[src/rtl/aes_block_fifo.sv]
// aes_block_fifo: packs 32-bit words into 128-bit blocks (first word in the
// most significant lane) and queues completed blocks for the select stage.
module aes_block_fifo #(
  parameter int DEPTH = 4
) (
  input  logic                     i_clk,
  input  logic                     i_reset,
  input  logic                     i_flush,
  input  logic                     i_word_valid,
  input  logic [31:0]              i_word,
  output logic                     o_word_ready,
  input  logic                     i_pop,
  output logic                     o_read_fifo,
  output logic [127:0]             o_fifo_out,
  output logic [$clog2(DEPTH):0]   o_count,
  output logic                     o_full
);

  localparam int PTR_W = $clog2(DEPTH);
  localparam int CNT_W = PTR_W + 1;

  logic [127:0]     mem [DEPTH];
  logic [127:0]     pack_p0;
  logic [1:0]       word_cnt;
  logic [PTR_W-1:0] wr_ptr;
  logic [PTR_W-1:0] rd_ptr;
  logic [CNT_W-1:0] count;

  logic accept;
  logic push;
  logic pop;

  // Handshake decode; ready depends only on registered state so the
  // upstream path never sees a combinational loop through i_pop.
  always_comb begin
    o_word_ready = !((word_cnt == 2'd3) && o_full);
    accept       = i_word_valid && o_word_ready;
    push         = accept && (word_cnt == 2'd3);
    pop          = i_pop && o_read_fifo;
  end

  // Control state: pointers, occupancy, word counter and the partial block.
  always_ff @(posedge i_clk) begin
    if (i_reset || i_flush) begin
      wr_ptr   <= '0;
      rd_ptr   <= '0;
      count    <= '0;
      word_cnt <= 2'd0;
      pack_p0  <= '0;
    end else begin
      if (accept) begin
        word_cnt <= word_cnt + 2'd1;
        case (word_cnt)
          2'd0:    pack_p0[127:96] <= i_word;
          2'd1:    pack_p0[95:64]  <= i_word;
          2'd2:    pack_p0[63:32]  <= i_word;
          default: ;
        endcase
      end
      if (push) wr_ptr <= wr_ptr + PTR_W'(1);
      if (pop)  rd_ptr <= rd_ptr + PTR_W'(1);
      case ({push, pop})
        2'b10:   count <= count + CNT_W'(1);
        2'b01:   count <= count - CNT_W'(1);
        default: ;
      endcase
    end
  end

  // Block storage is unreset; only pointers and count decide what is visible.
  always_ff @(posedge i_clk) begin
    if (!i_reset && !i_flush && push)
      mem[wr_ptr] <= {pack_p0[127:32], i_word};
  end

  // Status and head-of-queue outputs; an empty queue presents zeros.
  always_comb begin
    o_count     = count;
    o_read_fifo = (count != '0);
    o_full      = (count == CNT_W'(DEPTH));
    o_fifo_out  = o_read_fifo ? mem[rd_ptr] : 128'h0;
  end

endmodule
[config.mk]
export PLATFORM = sky130hd
export DESIGN_NAME = aes_block_fifo
export DESIGN_NICKNAME = d
export VERILOG_FILES = /design/src/rtl/aes_block_fifo.sv
export SDC_FILE = /design/constraint.sdc
export NUM_CORES = 1
export LEC_CHECK = 0
export ABC_CLOCK_PERIOD_IN_PS = 8100
export BUFFER_PORTS_ARGS = -buffer_cell sky130_fd_sc_hd__buf_2
export CAP_MARGIN = 15
export CELL_PAD_IN_SITES_DETAIL_PLACEMENT = 2
export CELL_PAD_IN_SITES_GLOBAL_PLACEMENT = 2
export CORE_UTILIZATION = 45
export CTS_BUF_LIST = sky130_fd_sc_hd__clkbuf_16
export DETAILED_ROUTE_END_ITERATION = 16
export GPL_ROUTABILITY_DRIVEN = 0
export GPL_TIMING_DRIVEN = 1
export HOLD_SLACK_MARGIN = 0.08
export PLACE_DENSITY = 0.84
export SLEW_MARGIN = 20
export SYNTH_ARGS = -nofsm -noshare
export SYNTH_HDL_FRONTEND = slang
export SYNTH_SLANG_ARGS = --single-unit
[constraint.sdc]
create_clock -name i_clk -period 8.1 [get_ports i_clk]
set_clock_uncertainty 0.2 [all_clocks]
set_input_delay 2.025 -clock i_clk [delete_from_list [all_inputs] [get_ports i_clk]]
set_output_delay 2.025 -clock i_clk [all_outputs]
set_load 0.005 [all_outputs]
==> reports/qor.yml, run 1 <==
outcome: "finished clean"
ant_nets: 0
fin_crit_sh_pct: 67.1
min_path_type: "reg -> reg"
path_class: "reg -> out"
drcViolationCount: 0
ir_drop_mv: 0.159
synth-warning-count: 0
die_area_um2: 53100
met1_usage_pct: 29.5
synth_flop_cell: "edfxtp_1"
ys_seq_elements: 619
use_met2_pct: 41.6
path_buf_inv: 2
worst_ep_required_time_ns: 5.88
grt.overflow.total: 0
dp_slack_ns: 3.18
wl_per_cell_um: 28.0
vias_per_cell: 5.51
synth_edf_count: 512
worstHoldPathCells: 0
setup_slack_ns: 2.67
setup_violations: 0
die_w_um: 230
crit_end: "o_fifo_out[64]"
initial_utilization_pct: 45.7
worstMarginPinSlew_ns: 0.941
antenna_found_initial: 1
fin_crit_ns: 5.43
dieHeight_um: 230
synthCells: 1232
grt_util_met3_pct: 2.85
cp_slowest_cell: "dfxtp_4"
fmax_mhz: 184
crit_arrival_ns: 3.21
hold_violations: 0
syn-num-nets: 1279
grt_pass1_wl_mm: 89.7
num_vias: 11800
synthDistinctLibCells: 32
start_kind: "flop"
r2r_end: "mem[3][47]"
cts_tree: "yes"
worst_hold_slack_ns: 0.293
slowest_delay_ns: 0.84
track_usage_pct: 23.1
hpwl_mm: 35.0
cts_post_setup_buffers_inserted: 0
reg2reg_depth: 5
path_cells: "buf_4 -> mux4_2 -> and2_1 -> buf_2"
num_rows: 83
hold_buffers: 0
layout.nets: 1455
grt_pass1_vias: 13300
clock_sinks: 619
fin_tns_setup_ns: 0
grt_max_degree: 129
drv_cap: 0
synth_area_per_cell_um2: 19.1
reg2reg_slack_ns: 4.95
clkLatencyLatePin_ns: 0.64
area_growth_syn_to_layout_pct: 14.4
busiest_layer: "met2"
reg2reg_from: "o_count[0]"
portBuffers: 170
rsz0062_at_grt: "no"
drt_pass1_iterations: 5
cts_resized: 0
wl_mm: 60.0
cts_buffers: 61
io_pins: 171
ys_async_sr_fraction_pct: 0
syn-cell-area_um2: 23500
root_buffer: "clkbuf_16"
finalCoreUtilization_pct: 52.3
h-tree-depth: 2
cp_top_family: "buffers and inverters"
drtIter0Drc: 855
clk_pin_slew_worst_paths_ns: 0.06
ys_seq_area_share_pct: 74.6
cp_max_fo: 36
cp.depth: 4
cellLeakagePower_nw: 8.80
p_per_area_nw_per_um2: 231
drive_gt1_share_pct: 27.5
slew_violations: 0
clockBufferDepth: 3
coreArea_um2: 51400
end_kind: "output pin"
slew_headroom_pct: 37.3
==> how the worst min path moves through the flow <==
stage | to | from
after floorplan | mem[0][100] | pack_p0[100]
after global routing | mem[0][93] | pack_p0[93]
after global placement | mem[3][48] | pack_p0[48]
after CTS | mem[1][93] | pack_p0[93]
after detailed placement | mem[2][107] | pack_p0[107]
final | mem[1][126] | pack_p0[126]
==> worst register-to-register path, stage by stage, from the launching register on <==
cell,delay [ns]
dfxtp_1,0.47
or3b_2,0.21
inv_1,0.08
nor2_1,0.36
and3_4,0.88
buf_12,0.50
==> where the power goes <==
group	total [mW]	internal, mW	leakage, nW	switching, mW
sequential	3.43	3.42	4.93	0.0111
clock	2.69	1.48	0.993	1.21
combinational	0.0786	0.0220	2.88	0.0566
==> cell families (layout without fill, tap and decap cells) <==
group / count (synthesis) / count (layout) / share of synthesized area, %
mux: 224 / 224 / 16.4
fa+ha+maj: 10 / 10 / 0.565
xor+xnor: 4 / 4 / 0.149
buf+inv: 79 / 307 / 1.87
simple gates: 286 / 286 / 6.20
flops: 619 / 619 / 74.6
other cells: 0 / 1 / 0
compound gates: 10 / 10 / 0.282
==> metal layers <==
metal  vias to the layer above  share of wire [%]  routed length [um]
met5                         -                  0                   0
met4                         0                1.9                1120
met3                        75                3.7                2240
met2                       292                 54               32100
met1                      6339                 41               24500
li1                       5092                  -                   -
==> through the flow <==
step                      cell area (um^2)  power (mW)  std cells
after floorplan                      23500        3.54       1232
after global placement               25000        3.57       2025
after detailed placement             25000        3.58       2025
after CTS                            26900        6.26       2140
after global routing                 26900        6.36       2140
final                                26900        6.20       2141
==> state kept, by name, summed over array words and instances, names as in the netlist, named ones only <==
register  cells
o_count       3
wr_ptr        2
rd_ptr        2
mem         512
word_cnt      2
pack_p0      96
==> cells in the mapped netlist (2+ instances only) <==
library cell | n | share of area (%)
a211o_1 | 2 | 0.075
a21oi_1 | 3 | 0.064
and2_1 | 129 | 3.4
and3_1 | 5 | 0.13
buf_2 | 16 | 0.34
buf_4 | 15 | 0.48
buf_6 | 6 | 0.29
buf_8 | 2 | 0.13
clkbuf_1 | 29 | 0.46
dfxtp_1 | 107 | 9.1
edfxtp_1 | 512 | 65
ha_1 | 9 | 0.48
inv_1 | 10 | 0.16
mux2i_1 | 96 | 4.1
mux4_2 | 128 | 12
nand2_1 | 131 | 2.1
nand3_1 | 3 | 0.064
nand4_1 | 3 | 0.080
nor2_1 | 7 | 0.11
o21ai_0 | 2 | 0.043
o31ai_1 | 2 | 0.064
or3_1 | 2 | 0.053
xor2_1 | 4 | 0.15
==> placed cells by master, fill, tap and decap left out, types with 2 or more instances in the layout <==
master      Yosys  routed
dfxtp_1       107     105
o21ai_0         2       2
nand2_1       131     131
edfxtp_1      512     512
mux4_2        128     128
inv_1          10      30
o31ai_1         2       2
and3_4          1       5
clkinv_1        0      16
clkinvlp_4      0       2
mux2i_1        96      96
a21oi_1         3       3
buf_2          16     170
dfxtp_4         0       2
clkinv_2        0      10
nor2_1          7       7
buf_12          0       5
xor2_1          4       4
buf_4          15       7
nand4_1         3       3
bufinv_16       0       3
nand3_1         3       2
a211o_1         2       2
ha_1            9       9
clkbuf_16       0      62
and2_1        129     129
==> final cells by class <==
cell class	count	area (um^2)
fillers	4464	24500
flip-flops and latches	619	17500
multi-input cells	534	5580
diodes	1	2.50
inverters	10	37.5
well taps	680	851
repair buffers	182	1000
clock buffers	62	1550
clock inverters	53	329
Note: power is estimated with default switching activity, not from simulation.
==> inputs of run 2 (changes only) <==
Settings changed: ABC_AREA set to 1, ABC_CLOCK_PERIOD_IN_PS 8100 to 4450, CORE_UTILIZATION 45 to 36, PLACE_DENSITY 0.84 to 0.81.
Clock period 8.1 ns to 4.45 ns, I/O delays scaled along.
==> run 2 against run 1 <==
  * Non-clock buffer count up 20
  * Sequential share of layout area down 4.8 points
  * Combinational power grew to 3.9 times the previous value
  * Setup slack got worse by 2.1 ns
  * Global-route usage rose by 0.96 points
  * Synthesized area is 7.4% higher
  * Register-to-register slack lost 3.7 ns
  * Clock-buffer cell count rose by 8
  * Largest cell class unchanged
==> reports/qor.yml, run 2 <==
outcome: "finished clean"
drcViolationCount: 0  # unchanged
hpwl_mm: 49.2  # +40%
worstMarginPinSlew_ns: 1.15  # +0.205 ns
wl_mm: 84.7  # +41%
syn-num-nets: 2404  # +88%
die_w_um: 267  # +16%
p_per_area_nw_per_um2: 419  # +81%
worst_hold_slack_ns: 0.310  # +0.0162 ns
grt_max_degree: 132  # +2.3%
root_buffer: "clkbuf_16"
num_vias: 18200  # +54%
setup_violations: 0  # unchanged
synthCells: 2357  # +91%
synth.most_common_cell: "nor2_1"
final_common_cell: "nor2_1"
slew_headroom_pct: 23.6  # -14 points
cts_tree: "yes"
cts_resized: 0  # unchanged
synth_common_cells: "nor2_1 (623), edfxtp_1 (512), o21ai_0 (253), inv_1 (243), nand2_1 (206)"
vias_per_cell: 5.25  # -4.7%
start_kind: "flop"
wl_per_cell_um: 24.4  # -13%
portBuffers: 170  # unchanged
p_int_mw: 9.44  # +92%
hold_buffers: 0  # unchanged
cts_buffers: 70  # +15%
ys_seq_elements: 619  # unchanged
yosysTopAreaCellShare_pct: 60.9  # -4.5 points
final_cell_mix: "nor2_1 (619), edfxtp_1 (512), inv_1 (262), o21ai_0 (253), nand2_1 (206)"
nFillCells: 7248  # +62%
synth_flop_cell: "edfxtp_1"
fin_crit_ns: 3.88
rsz0062_at_grt: "no"
synth_edf_count: 512  # unchanged
dpl_cell_area_um2: 26800  # +7.4%
ir_drop_mv: 0.224  # +41%
num_rows: 96  # +16%
track_usage_pct: 24.0  # +0.96 points
synth-warning-count: 0  # unchanged
cellLeakagePower_nw: 10.9  # +24%
initial_utilization_pct: 36.6  # -9.1 points
antenna_found_initial: 7  # +6
dieHeight_um: 267  # +16%
clockBufferDepth: 3  # unchanged
min_path_type: "reg -> reg"
area_growth_syn_to_layout_pct: 15.0
synth_top_area_cell: "edfxtp_1"
swShare_pct: 22.3  # +1.6 points
path_class: "reg -> out"
grt.overflow.total: 0  # unchanged
die_area_um2: 71200  # +34%
final_cell_area_um2: 29000  # +8.0%
clock_sinks: 619  # unchanged
syn-cell-area_um2: 25200  # +7.4%
grt_pass1_wl_mm: 127  # +42%
worst_ep_required_time_ns: 3.14  # -2.74 ns
drive_gt1_share_pct: 12.2  # -15 points
clkLatencyLatePin_ns: 0.65  # about the same
io_pins: 171  # unchanged
cp_max_fo: 125  # +250%
layout.nets: 2525  # +74%
cts_post_setup_buffers_inserted: 0  # unchanged
largest_reg_flops: 512  # unchanged
top_register: "mem"
end_kind: "output pin"
ant_nets: 0  # unchanged
combPwrFrac_pct: 2.5  # +1.2 points
ys_seq_area_share_pct: 69.4  # -5.2 points
synth.top_cells.by_area: "edfxtp_1 (61%), nor2_1 (9.3%), dfxtp_1 (8.5%)"
ys_async_sr_fraction_pct: 0  # unchanged
coreArea_um2: 68900  # +34%
seqPwrFrac_pct: 51.8  # -3.5 points
fin_crit_sh_pct: 87.1
hold_violations: 0  # unchanged
h-tree-depth: 3  # +1
drt_pass1_iterations: 5  # unchanged
synthDistinctLibCells: 26  # -19%
clk_pin_slew_worst_paths_ns: 0.06  # about the same
crit_arrival_ns: 2.57  # -0.64 ns
drtIter0Drc: 1297  # +52%
slew_violations: 0  # unchanged
fmax_mhz: 258
grt_pass1_vias: 20300  # +53%
p_sw_mw: 2.71  # +110%
drv_cap: 0  # unchanged
p_clk_share_pct: 45.7  # +2.3 points
synth_area_per_cell_um2: 10.7  # -44%
==> run 2: cell families (layout without fill, tap and decap cells) <==
family          after synthesis  count (layout)  synth area share [%]
compound gates              392             392                  7.78
xor+xnor                      1               1                0.0347
fa+ha+maj                    10              10                 0.525
buf+inv                     398             573                  7.26
flops                       619             619                  69.4
other cells                   0               5                     0
simple gates                937             937                  15.0
==> run 2: worst max-delay path, stage by stage (launching register included) <==
cell and delay (ns):
dfxtp_4 0.40, buf_12 0.40, nor2_1 0.11, nor2_1 0.15, o21ai_0 0.13, a21oi_1 0.35
buf_2 0.19
==> run 2: area by class of cell <==
type,instances,area [um^2],area share [%]
diodes,5,12.5,0.0431
clock buffers,70,1750,6.04
clock inverters,56,407,1.40
inverters,245,932,3.21
multi-input cells,1340,5930,20.4
flip-flops and latches,619,17500,60.4
well taps,931,1160,4.01
repair buffers,202,1290,4.45
==> run 2: routing by layer <==
metal	global-route usage, %	part of all wire [%]	vias up
li1	-	-	8130
met1	28.7	40	9458
met2	43.2	52	483
met3	3.52	4.9	141
met4	9.74	3.3	4
met5	0	0.025	-
==> run 2: final timing paths <==
kind / slack (ns) / startpoint / end / cells past startpoint
max: 0.57 / flop / o_fifo_out[40] / 6
min reg2reg: 0.31 / rd_ptr[1] / flop / 2
min: 0.31 / rd_ptr[1] / flop / 2
max reg2reg: 1.28 / word_cnt[0] / mem[3][0] / 7
==> run 2: power groups by stage <==
stage	Combinational [mW]	Sequential, mW	Clock, mW
2_1_floorplan	0.158	6.39	0
3_3_place_gp	0.272	6.40	0
3_5_place_dp	0.292	6.41	0
4_1_cts	0.303	6.29	5.65
5_1_grt	0.327	6.29	5.85
6_report	0.304	6.29	5.55
==> run 2: through the flow <==
step                      util, %  instances  setup TNS, ns  power, mW  setup WS [ns]
after floorplan                 -       2357        -662.22       6.55          -1.29
after global placement       38.9       3337              0       6.68           1.14
after detailed placement     38.9       3337              0       6.70           1.06
after CTS                    42.1       3463              0       12.2          0.519
final                        42.1       3468              0       12.1          0.572
after global routing         42.1       3468              0       12.5          0.479
==> inputs of run 3 (changes only) <==
Settings changed: BUFFER_PORTS_ARGS -buffer_cell sky130_fd_sc_hd__buf_2 to -buffer_cell sky130_fd_sc_hd__buf_4, CAP_MARGIN 15 to not set, CELL_PAD_IN_SITES_DETAIL_PLACEMENT 2 to not set, CELL_PAD_IN_SITES_GLOBAL_PLACEMENT 2 to not set, CORE_UTILIZATION 36 to 45, PLACE_DENSITY 0.81 to 0.71.
==> run 3 against run 2 <==
  * Combinational power down 4%
  * Critical endpoint is now o_fifo_out[80]
  * Die area down 20%
  * Sequential power about the same
  * Register-to-register slack better by 0.06 ns
  * Highest routed layer is now met4
==> reports/qor.yml, run 3 (synthesis gave the netlist of run 2 again) <==
portBuffers: 170  # unchanged
drcViolationCount: 0  # unchanged
num_vias: 17000  # -6.8%
hold_buffers: 0  # unchanged
fmax_mhz: 242  # -6.1%
end_kind: "output pin"
use_met2_pct: 35.7  # -7.5 points
drive_gt1_share_pct: 12.3  # +0.073 points
slowest_delay_ns: 0.53  # +0.13 ns
h-tree-depth: 2  # -1
min_path_type: "reg -> reg"
clock_sinks: 619  # unchanged
die_area_um2: 57000  # -20%
vias_per_cell: 5.20  # -1.0%
outcome: "finished clean"
path_cells: "inv_8 -> buf_4 -> o21ai_0 -> a21oi_1 -> buf_4"
grt_pass1_wl_mm: 94.5  # -26%
slew_violations: 0  # unchanged
slew_headroom_pct: 49.0  # +25 points
drtIter0Drc: 1707  # +32%
die_w_um: 239  # -10%
grt_max_degree: 129  # -2.3%
layout.nets: 2515  # -0.40%
top_register: "mem"
cts_resized: 0  # unchanged
met1_usage_pct: 30.0  # +1.3 points
num_rows: 86  # -10%
cts_buffers: 60  # -14%
setup_violations: 0  # unchanged
cp_slowest_cell: "dfxtp_4"
clockBufferDepth: 3  # unchanged
hpwl_mm: 35.9  # -27%
ir_drop_mv: 0.344  # +54%
cellLeakagePower_nw: 10.7  # -1.1%
grt.overflow.total: 0  # unchanged
ant_nets: 0  # unchanged
antenna_cells: 0  # -5
stdcell_count: 3265  # -5.9%
root_buffer: "clkbuf_16"
track_usage_pct: 22.0  # -2.0 points
cts_tree: "yes"
drv_cap: 0  # unchanged
final_common_cell: "nor2_1"
worst_hold_slack_ns: 0.295  # -0.0144 ns
wl_per_cell_um: 19.4  # -21%
clkLatencyLatePin_ns: 0.61  # -0.04 ns
coreArea_um2: 55300  # -20%
crit_arrival_ns: 2.82  # +0.25 ns
fin_crit_sh_pct: 92.8  # +5.6 points
clk_pin_slew_worst_paths_ns: 0.07  # about the same
setup_slack_ns: 0.322  # -0.250 ns
final_cell_mix: "nor2_1 (619), edfxtp_1 (512), o21ai_0 (253), inv_1 (246), nand2_1 (206)"
worst_ep_required_time_ns: 3.14  # about the same
nFillCells: 4771  # -34%
p_per_area_nw_per_um2: 406  # -2.9%
wl_mm: 63.2  # -25%
drt_pass1_iterations: 5  # unchanged
worstMarginPinSlew_ns: 0.764  # -0.381 ns
dp.cells: 3154  # -5.5%
grt_util_met3_pct: 3.52  # +0.0069 points
hold_violations: 0  # unchanged
dieHeight_um: 239  # -10%
path_class: "reg -> out"
io_pins: 171  # unchanged
area_growth_syn_to_layout_pct: 15.2
cpMostUsedCell: "buf_4"
largest_reg_flops: 512  # unchanged
antenna_found_initial: 0  # -7
rsz0062_at_grt: "no"
start_kind: "flop"
dp_slack_ns: 0.939  # -0.118 ns
cts_post_setup_buffers_inserted: 0  # unchanged
grt_pass1_vias: 16200  # -20%
fin_crit_ns: 4.13  # +0.250 ns
busiest_layer: "met2"
initial_utilization_pct: 45.6  # +9.0 points
cp_max_fo: 106  # -15%
==> run 3: report_power, final <==
group          internal [mW]  leakage (nW)  switching (mW)
combinational         0.0859          4.43           0.205
sequential              6.25          5.30          0.0303
clock                   3.11          1.01            2.13
==> run 3: final timing paths <==
check	from	end	slack, ns	depth (start not counted)
worst max-delay path	flop	o_fifo_out[80]	0.32	5
worst min-delay path	pack_p0[115]	mem[0][115]	0.30	0
worst max register to register	word_cnt[0]	o_count[2]	1.34	11
worst min register to register	pack_p0[115]	mem[0][115]	0.30	0
==> run 3: through the flow <==
| stage | cell area [um^2] | setup TNS, ns | total power [mW] | utilization, % |
|---|---|---|---|---|
| after floorplan | 25200 | -662.22 | 6.55 | - |
| after global placement | 27000 | 0 | 6.68 | 48.9 |
| after CTS | 29100 | 0 | 11.9 | 52.6 |
| final | 29100 | 0 | 11.8 | 52.6 |
| after detailed placement | 27000 | 0 | 6.69 | 48.9 |
| after global routing | 29100 | 0 | 12.2 | 52.6 |
==> run 3: final cells by class <==
cell class                 instances  area [um^2]  area share (%)
sequential                       619        17500            60.3
clock buffer                      61         1530            5.25
multi-input combinational       1340         5930            20.4
timing repair buffer             202         1700            5.86
tap                              748          936            3.22
inverter                         245          932            3.21
clock inverter                    50          517            1.78
==> run 3: per-layer routing <==
metal / share of wire, % / up-vias
met5: 0 / -
met4: 3.1 / 0
met3: 6.8 / 96
met2: 47 / 600
met1: 43 / 8184
li1: - / 8093
==> run 3: worst max-delay path: cells and delay by family (launching register included) <==
family | cells | cell delay [ns]
compound gates | 2 | 0.43
buf+inv | 3 | 1.20
flops | 1 | 0.53
